**src/rtl/chroma_downsample.sv**
```systemverilog
// 4:2:0 chroma subsampler: Y blocks pass through, four Cb/Cr 8x8 quadrants average into one 8x8 block.
// Optional build macro CHROMA_DS_ERR_CNT_EN adds a saturating sequence-error counter output (err_cnt).
module chroma_downsample #(
  parameter int unsigned DATA_W = 9,
  parameter int unsigned CH_W   = 2
) (
  input  logic                                  clk,
  input  logic                                  rst,
  input  logic                                  valid_in,
  output logic                                  ready_out,
  input  logic [CH_W-1:0]                       ch_in,
  input  logic signed [7:0][7:0][DATA_W-1:0]    block_in,
  output logic                                  valid_out,
  input  logic                                  ready_in,
  output logic [CH_W-1:0]                       ch_out,
  output logic signed [7:0][7:0][DATA_W-1:0]    block_out,
  output logic                                  seq_err
`ifdef CHROMA_DS_ERR_CNT_EN
  ,
  output logic [7:0]                            err_cnt
`endif
);

  localparam int unsigned SW = DATA_W + 2;
  localparam logic [CH_W-1:0] CH_Y  = CH_W'(0);
  localparam logic [CH_W-1:0] CH_CB = CH_W'(1);
  localparam logic [CH_W-1:0] CH_CR = CH_W'(2);

  logic [1:0]      quad_q, quad_nxt;
  logic [CH_W-1:0] grp_q, grp_nxt;

  logic accept, is_y, is_c, restart;
  logic wr_en, load_y, load_c, err_evt;
  logic [1:0] wr_q;

  logic [3:0][3:0][DATA_W-1:0] avg;
  logic signed [SW-1:0]        s;
  logic [7:0][7:0][DATA_W-1:0] acc_buf, merged;

  assign ready_out = !valid_out || ready_in;
  assign accept    = valid_in && ready_out;
  assign is_y      = (ch_in == CH_Y);
  assign is_c      = (ch_in == CH_CB) || (ch_in == CH_CR);
  // A chroma beat opens a new group when idle or when its channel breaks the current group.
  assign restart   = (quad_q == 2'd0) || (ch_in != grp_q);

  // Rounded 2x2 averages of the incoming block, (sum + 2) >>> 2.
  always_comb begin
    avg = '0;
    s   = '0;
    for (int i = 0; i < 4; i++) begin
      for (int j = 0; j < 4; j++) begin
        s = SW'($signed(block_in[2*i][2*j]))   + SW'($signed(block_in[2*i][2*j+1]))
          + SW'($signed(block_in[2*i+1][2*j])) + SW'($signed(block_in[2*i+1][2*j+1]))
          + SW'(2);
        avg[i][j] = DATA_W'(s >>> 2);
      end
    end
  end

  // Accumulator buffer with the current quadrant overlaid, so quadrant 3 can be emitted the same cycle.
  always_comb begin
    merged = acc_buf;
    for (int r = 0; r < 8; r++) begin
      for (int c = 0; c < 8; c++) begin
        if ((r / 4) == int'(wr_q[1]) && (c / 4) == int'(wr_q[0])) begin
          merged[r][c] = avg[r % 4][c % 4];
        end
      end
    end
  end

  // Group state register.
  always_ff @(posedge clk or posedge rst) begin
    if (rst) begin
      quad_q <= 2'd0;
      grp_q  <= '0;
    end else begin
      quad_q <= quad_nxt;
      grp_q  <= grp_nxt;
    end
  end

  // Group next-state.
  always_comb begin
    quad_nxt = quad_q;
    grp_nxt  = grp_q;
    if (accept) begin
      if (is_y) begin
        quad_nxt = 2'd0;
      end else if (is_c) begin
        if (restart) begin
          grp_nxt  = ch_in;
          quad_nxt = 2'd1;
        end else begin
          quad_nxt = quad_q + 2'd1;
        end
      end
    end
  end

  // Group outputs: buffer write, output loads, sequence-error events.
  always_comb begin
    wr_en   = accept && is_c;
    wr_q    = restart ? 2'd0 : quad_q;
    load_y  = accept && is_y;
    load_c  = accept && is_c && !restart && (quad_q == 2'd3);
    err_evt = accept && (!(is_y || is_c) || ((quad_q != 2'd0) && (is_y || ch_in != grp_q)));
  end

  always_ff @(posedge clk or posedge rst) begin
    if (rst) begin
      acc_buf <= '0;
    end else if (wr_en) begin
      acc_buf <= merged;
    end
  end

  // Output register holds its payload until the downstream handshake.
  always_ff @(posedge clk or posedge rst) begin
    if (rst) begin
      valid_out <= 1'b0;
      ch_out    <= '0;
      block_out <= '0;
    end else if (load_y) begin
      valid_out <= 1'b1;
      ch_out    <= CH_Y;
      block_out <= block_in;
    end else if (load_c) begin
      valid_out <= 1'b1;
      ch_out    <= grp_q;
      block_out <= merged;
    end else if (ready_in) begin
      valid_out <= 1'b0;
    end
  end

  always_ff @(posedge clk or posedge rst) begin
    if (rst) begin
      seq_err <= 1'b0;
    end else if (err_evt) begin
      seq_err <= 1'b1;
    end
  end

`ifdef CHROMA_DS_ERR_CNT_EN
  always_ff @(posedge clk or posedge rst) begin
    if (rst) begin
      err_cnt <= 8'd0;
    end else if (err_evt && err_cnt != 8'hFF) begin
      err_cnt <= err_cnt + 8'd1;
    end
  end
`endif

endmodule
```
**config.mk**
```make
export PLATFORM = sky130hd
export DESIGN_NAME = chroma_downsample
export DESIGN_NICKNAME = d
export VERILOG_FILES = /design/src/rtl/chroma_downsample.sv
export SDC_FILE = /design/constraint.sdc
export NUM_CORES = 2
export LEC_CHECK = 0
export CAP_MARGIN = 20
export CORE_AREA = 3 3 458 460
export CTS_BUF_LIST = sky130_fd_sc_hd__clkbuf_4 sky130_fd_sc_hd__clkbuf_8 sky130_fd_sc_hd__clkbuf_16
export DETAILED_ROUTE_END_ITERATION = 12
export DIE_AREA = 0 0 461 463
export SYNTH_ARGS = -nofsm -noshare
export SYNTH_HDL_FRONTEND = slang
export SYNTH_SLANG_ARGS = --single-unit
```
**constraint.sdc**
```tcl
create_clock -name clk -period 42.5 [get_ports clk]
set_clock_uncertainty 0.2 [all_clocks]
set_input_delay 4.25 -clock clk [delete_from_list [all_inputs] [get_ports clk]]
set_output_delay 4.25 -clock clk [all_outputs]
set_load 0.005 [all_outputs]
```
==> results.md <==
Status:
- The run finished with clean final reports.

Pwr:
- Dividing total power by cell area gives a power density of 61.1 mW/mm2.
- VDD sags by at most 41.4 uV.
- The design draws 5.17 mW.
- In this run the static leakage power is 37.8 nW.

Clock tree:
- The number of levels the H-tree was split into is 4.
- No sink is reached through more buffers than the 3 on the longest clock path.
- The number of gates given a new drive strength after cts is 0.
- Clock tree synthesis inserted a total of 142 buffers.
- The clock sink count is 1160.
- The number of hold-repair buffers added at the cts stage is 0.
- Clock-pin slew was measured on the worst setup and hold paths at 0.05 ns.
- Post-CTS timing repair inserted 0 buffers for setup.
- The later-pin clock latency in the skew report is 0.84 ns.
- The clock tree from TritonCTS is done.
- The CTS root buffer is sky130_fd_sc_hd__clkbuf_16.

Critical path:
- The critical path runs through a total of 3 cells.
- Walking the worst path, the cells encountered are clkdlybuf4s50_1 -> nand2b_1 -> clkdlybuf4s50_1.
- The longest individual stage delay on the worst path is 0.60 ns.
- The element type at the critical path start is an input pin.
- The cell family contributing the most delay on the critical path is buffers and inverters.
- The kind of end point of the critical path is a primary output.
- Data on the critical path is required at its endpoint by 38.05 ns.
- The total buffers and inverters traversed by the critical path is 2.
- The critical path is of the input pin to primary output type.
- For the worst flop-to-flop path, the logic depth is 10.
- Along the worst path, the maximum fanout reaches 9.
- The worst-path cell with the longest stage delay is sky130_fd_sc_hd__clkdlybuf4s50_1.
- The arrival time of data at the critical path endpoint is 5.73 ns.
- The cell that appears most often on the critical path is sky130_fd_sc_hd__clkdlybuf4s50_1.

Die:
- The total area inside the core boundary comes to 0.206 mm2.
- The count of pins on the block boundary is 1163.
- In this run the core area contains 167 standard-cell rows.
- The x dimension of the die is 461 um.
- The starting utilization of the core area is 31.5%.
- The die covers 0.213 mm2.
- The height of the die is 463 um.

Timing:
- On the final layout, the worst hold slack is 0.273 ns.
- Subtracting the final worst setup slack from the clock period gives 10.18 ns.
- Setup violations remaining at the end of the flow were counted as 0.
- The headroom to the max-slew limit is 12.3%.
- The worst setup slack after layout is 32.32 ns.
- The count of pins over their slew limit came to 0.
- Based on the critical path, the design can be clocked at up to 98.3 MHz.
- Setup repair after global routing left no endpoint under its margin.
- The final hold violation count is 0.
- The final clock period utilization by the worst path is 23.9%.
- The transition time of the tightest slew-check pin is 1.31 ns.
- Summed over all failing endpoints, the final setup total negative slack is 0 ns.

Synth:
- The synthesized net count is 8014.
- Yosys printed 0 warnings.
- In this run, synthesis produced a sequential element count of 1160.
- The share of synthesized registers carrying an async set or reset is 100%.
- Synthesis produced a netlist whose cell count is 6980.
- The post-synth design cell area is 0.0651 mm2.
- The synthesized design contains 0 enable-type register cells.
- The synthesized netlist contains 86 unique library cells.
- Averaged over all synthesized cells, the footprint is 9.33 um2.
- The synthesized design spends more area on one cell type than any other, namely sky130_fd_sc_hd__dfrtp_1.
- In the synthesized netlist the dominant register cell turns out to be sky130_fd_sc_hd__dfrtp_1.
- Of the synthesized area, sequential elements account for 44.6%.
- By area the synthesized netlist is led by sky130_fd_sc_hd__dfrtp_1 45%, sky130_fd_sc_hd__fa_1 8.9%, sky130_fd_sc_hd__o21ai_0 6.6%.
- In this run the biggest area consumer among cell types represents 44.6% of the synthesized area.

Place:
- Timing analysis after detailed placement gives a worst setup slack of 32.34 ns.
- The count of buffers inserted at the top-level ports is 1162.
- The placed wire-length estimate after detailed placement is 283 mm.
- At the end of routability-driven placement, the weighted congestion stood at 0.951.

Drt:
- In the final routed layout, each cell accounts on average for 34.6 um.
- In the routed layout, each cell is associated on average with a via count of 5.65.
- Across all layers, the routed design uses 61171 vias.
- The first-pass detailed-route iteration total is 5.
- In this run the remaining antenna-violating nets after routing total 0.
- The first-iteration detailed-routing DRC count is 6834.
- After detailed routing, the total wire length is 374 mm.
- The DRC violations left is 0.

Cells and area:
- The layout-stage area growth over the synthesis result is 30.1%.
- In the layout the commonest cells are 1162 x sky130_fd_sc_hd__clkdlybuf4s50_1, 1160 x sky130_fd_sc_hd__dfrtp_1, 946 x sky130_fd_sc_hd__nand2_1, 863 x sky130_fd_sc_hd__o21ai_0, 789 x sky130_fd_sc_hd__inv_1.
- The leading cell type in the layout, fill and taps excluded is sky130_fd_sc_hd__clkdlybuf4s50_1.
- The share of post-route cells with drive strength above 1 is 6.54%.
- At the end of the flow, the number of nets in the layout was 9015.
- In the final layout, flip-flops and latches occupy 0.0290 mm2.
- The number of filler instances in the final layout is 20465.
- The area of the multi-input gates is 0.0314 mm2.

Global route:
- The initial antenna violation count was 72.
- The global route total overflow is 0.
- The global-route wire length before repair is 505 mm.
- The maximum number of pins on one net before global-route repair is 193.
- The number of global-route vias before repair was 59714.
- The global-route usage over all layers is 34.2%.

Run:
- The number of violations of the max-capacitance limit is 0.

Min path:
- The worst min-delay path category is register to register.
- The worst hold path depth is 1.
cell usage after synthesis (77+ instances only):
master                     count
sky130_fd_sc_hd__inv_1       790
sky130_fd_sc_hd__o22ai_1     236
sky130_fd_sc_hd__a21o_1       82
sky130_fd_sc_hd__o21ai_0     863
sky130_fd_sc_hd__a22oi_1      89
sky130_fd_sc_hd__dfrtp_1    1160
sky130_fd_sc_hd__ha_1        164
sky130_fd_sc_hd__nor3_1       77
sky130_fd_sc_hd__clkbuf_1    252
sky130_fd_sc_hd__buf_2       150
sky130_fd_sc_hd__nand2_1     954
sky130_fd_sc_hd__a21oi_1     265
sky130_fd_sc_hd__fa_1        288
sky130_fd_sc_hd__nor2_1      434
sky130_fd_sc_hd__a221oi_1    177
sky130_fd_sc_hd__a211oi_1     98
per-layer routing:
layer | up-vias | global-route usage, % | routed length, um | part of all wire (%)
met3 | 811 | 8.59 | 33300 | 8.9
li1 | 26111 | - | - | -
met5 | - | 0 | 294 | 0.079
met4 | 40 | 22.7 | 30000 | 8.0
met2 | 3464 | 52.8 | 167000 | 45
met1 | 30745 | 42.3 | 143000 | 38
report_power, final:
part	leakage [nW]	internal (mW)	switching (mW)
registers	14.5	1.42	0.210
clock network	2.45	0.767	0.536
logic	20.8	0.795	1.44
total	37.8	2.98	2.19
cell type report:
class | count | share of cell area [%]
timing repair buffer | 1313 | 15.2
clock inverter | 49 | 0.780
multi-input combinational | 4574 | 37.1
inverter | 790 | 3.51
antenna | 36 | 0.106
tap | 2704 | 4.00
clock buffer | 203 | 5.02
sequential | 1160 | 34.3
registers in the layout, indices dropped and copies added (netlist names):
name	cells
block_out	576
valid_out	1
acc_buf	576
ch_out	2
seq_err	1
grp_q	2
quad_q	2
final timing paths:
check | from | end | slack (ns)
min | acc_buf[551] | acc_buf[551] | 0.27
min reg2reg | acc_buf[551] | acc_buf[551] | 0.27
min in group asynchronous | rst | block_out[20] | 3.65
max | ready_in | ready_out | 32.32
max reg2reg | quad_q[0] | block_out[224] | 37.48
max in group asynchronous | rst | acc_buf[377] | 34.43
cell families (layout without fill, tap and decap cells):
kind of cell | count (synthesis) | count (layout) | share of synthesized area [%]
buf+inv | 1246 | 2355 | 7.61
fa+ha+maj | 452 | 452 | 12.0
flops | 1160 | 1160 | 44.6
xor+xnor | 142 | 142 | 2.01
mux | 50 | 50 | 0.803
compound gates | 2249 | 2249 | 22.1
simple gates | 1681 | 1681 | 10.9
other cells | 0 | 36 | 0
per-stage QoR:
step           std cells  cell area [um2]  utilization, %
4_1_cts            10787            84500            40.9
2_1_floorplan       6980            65100               -
3_5_place_dp       10535            79600            38.6
5_1_grt            10815            84700            41.0
6_report           10829            84700            41.0
3_3_place_gp       10531            79600            38.5
Power figures use the tool's default switching activity.
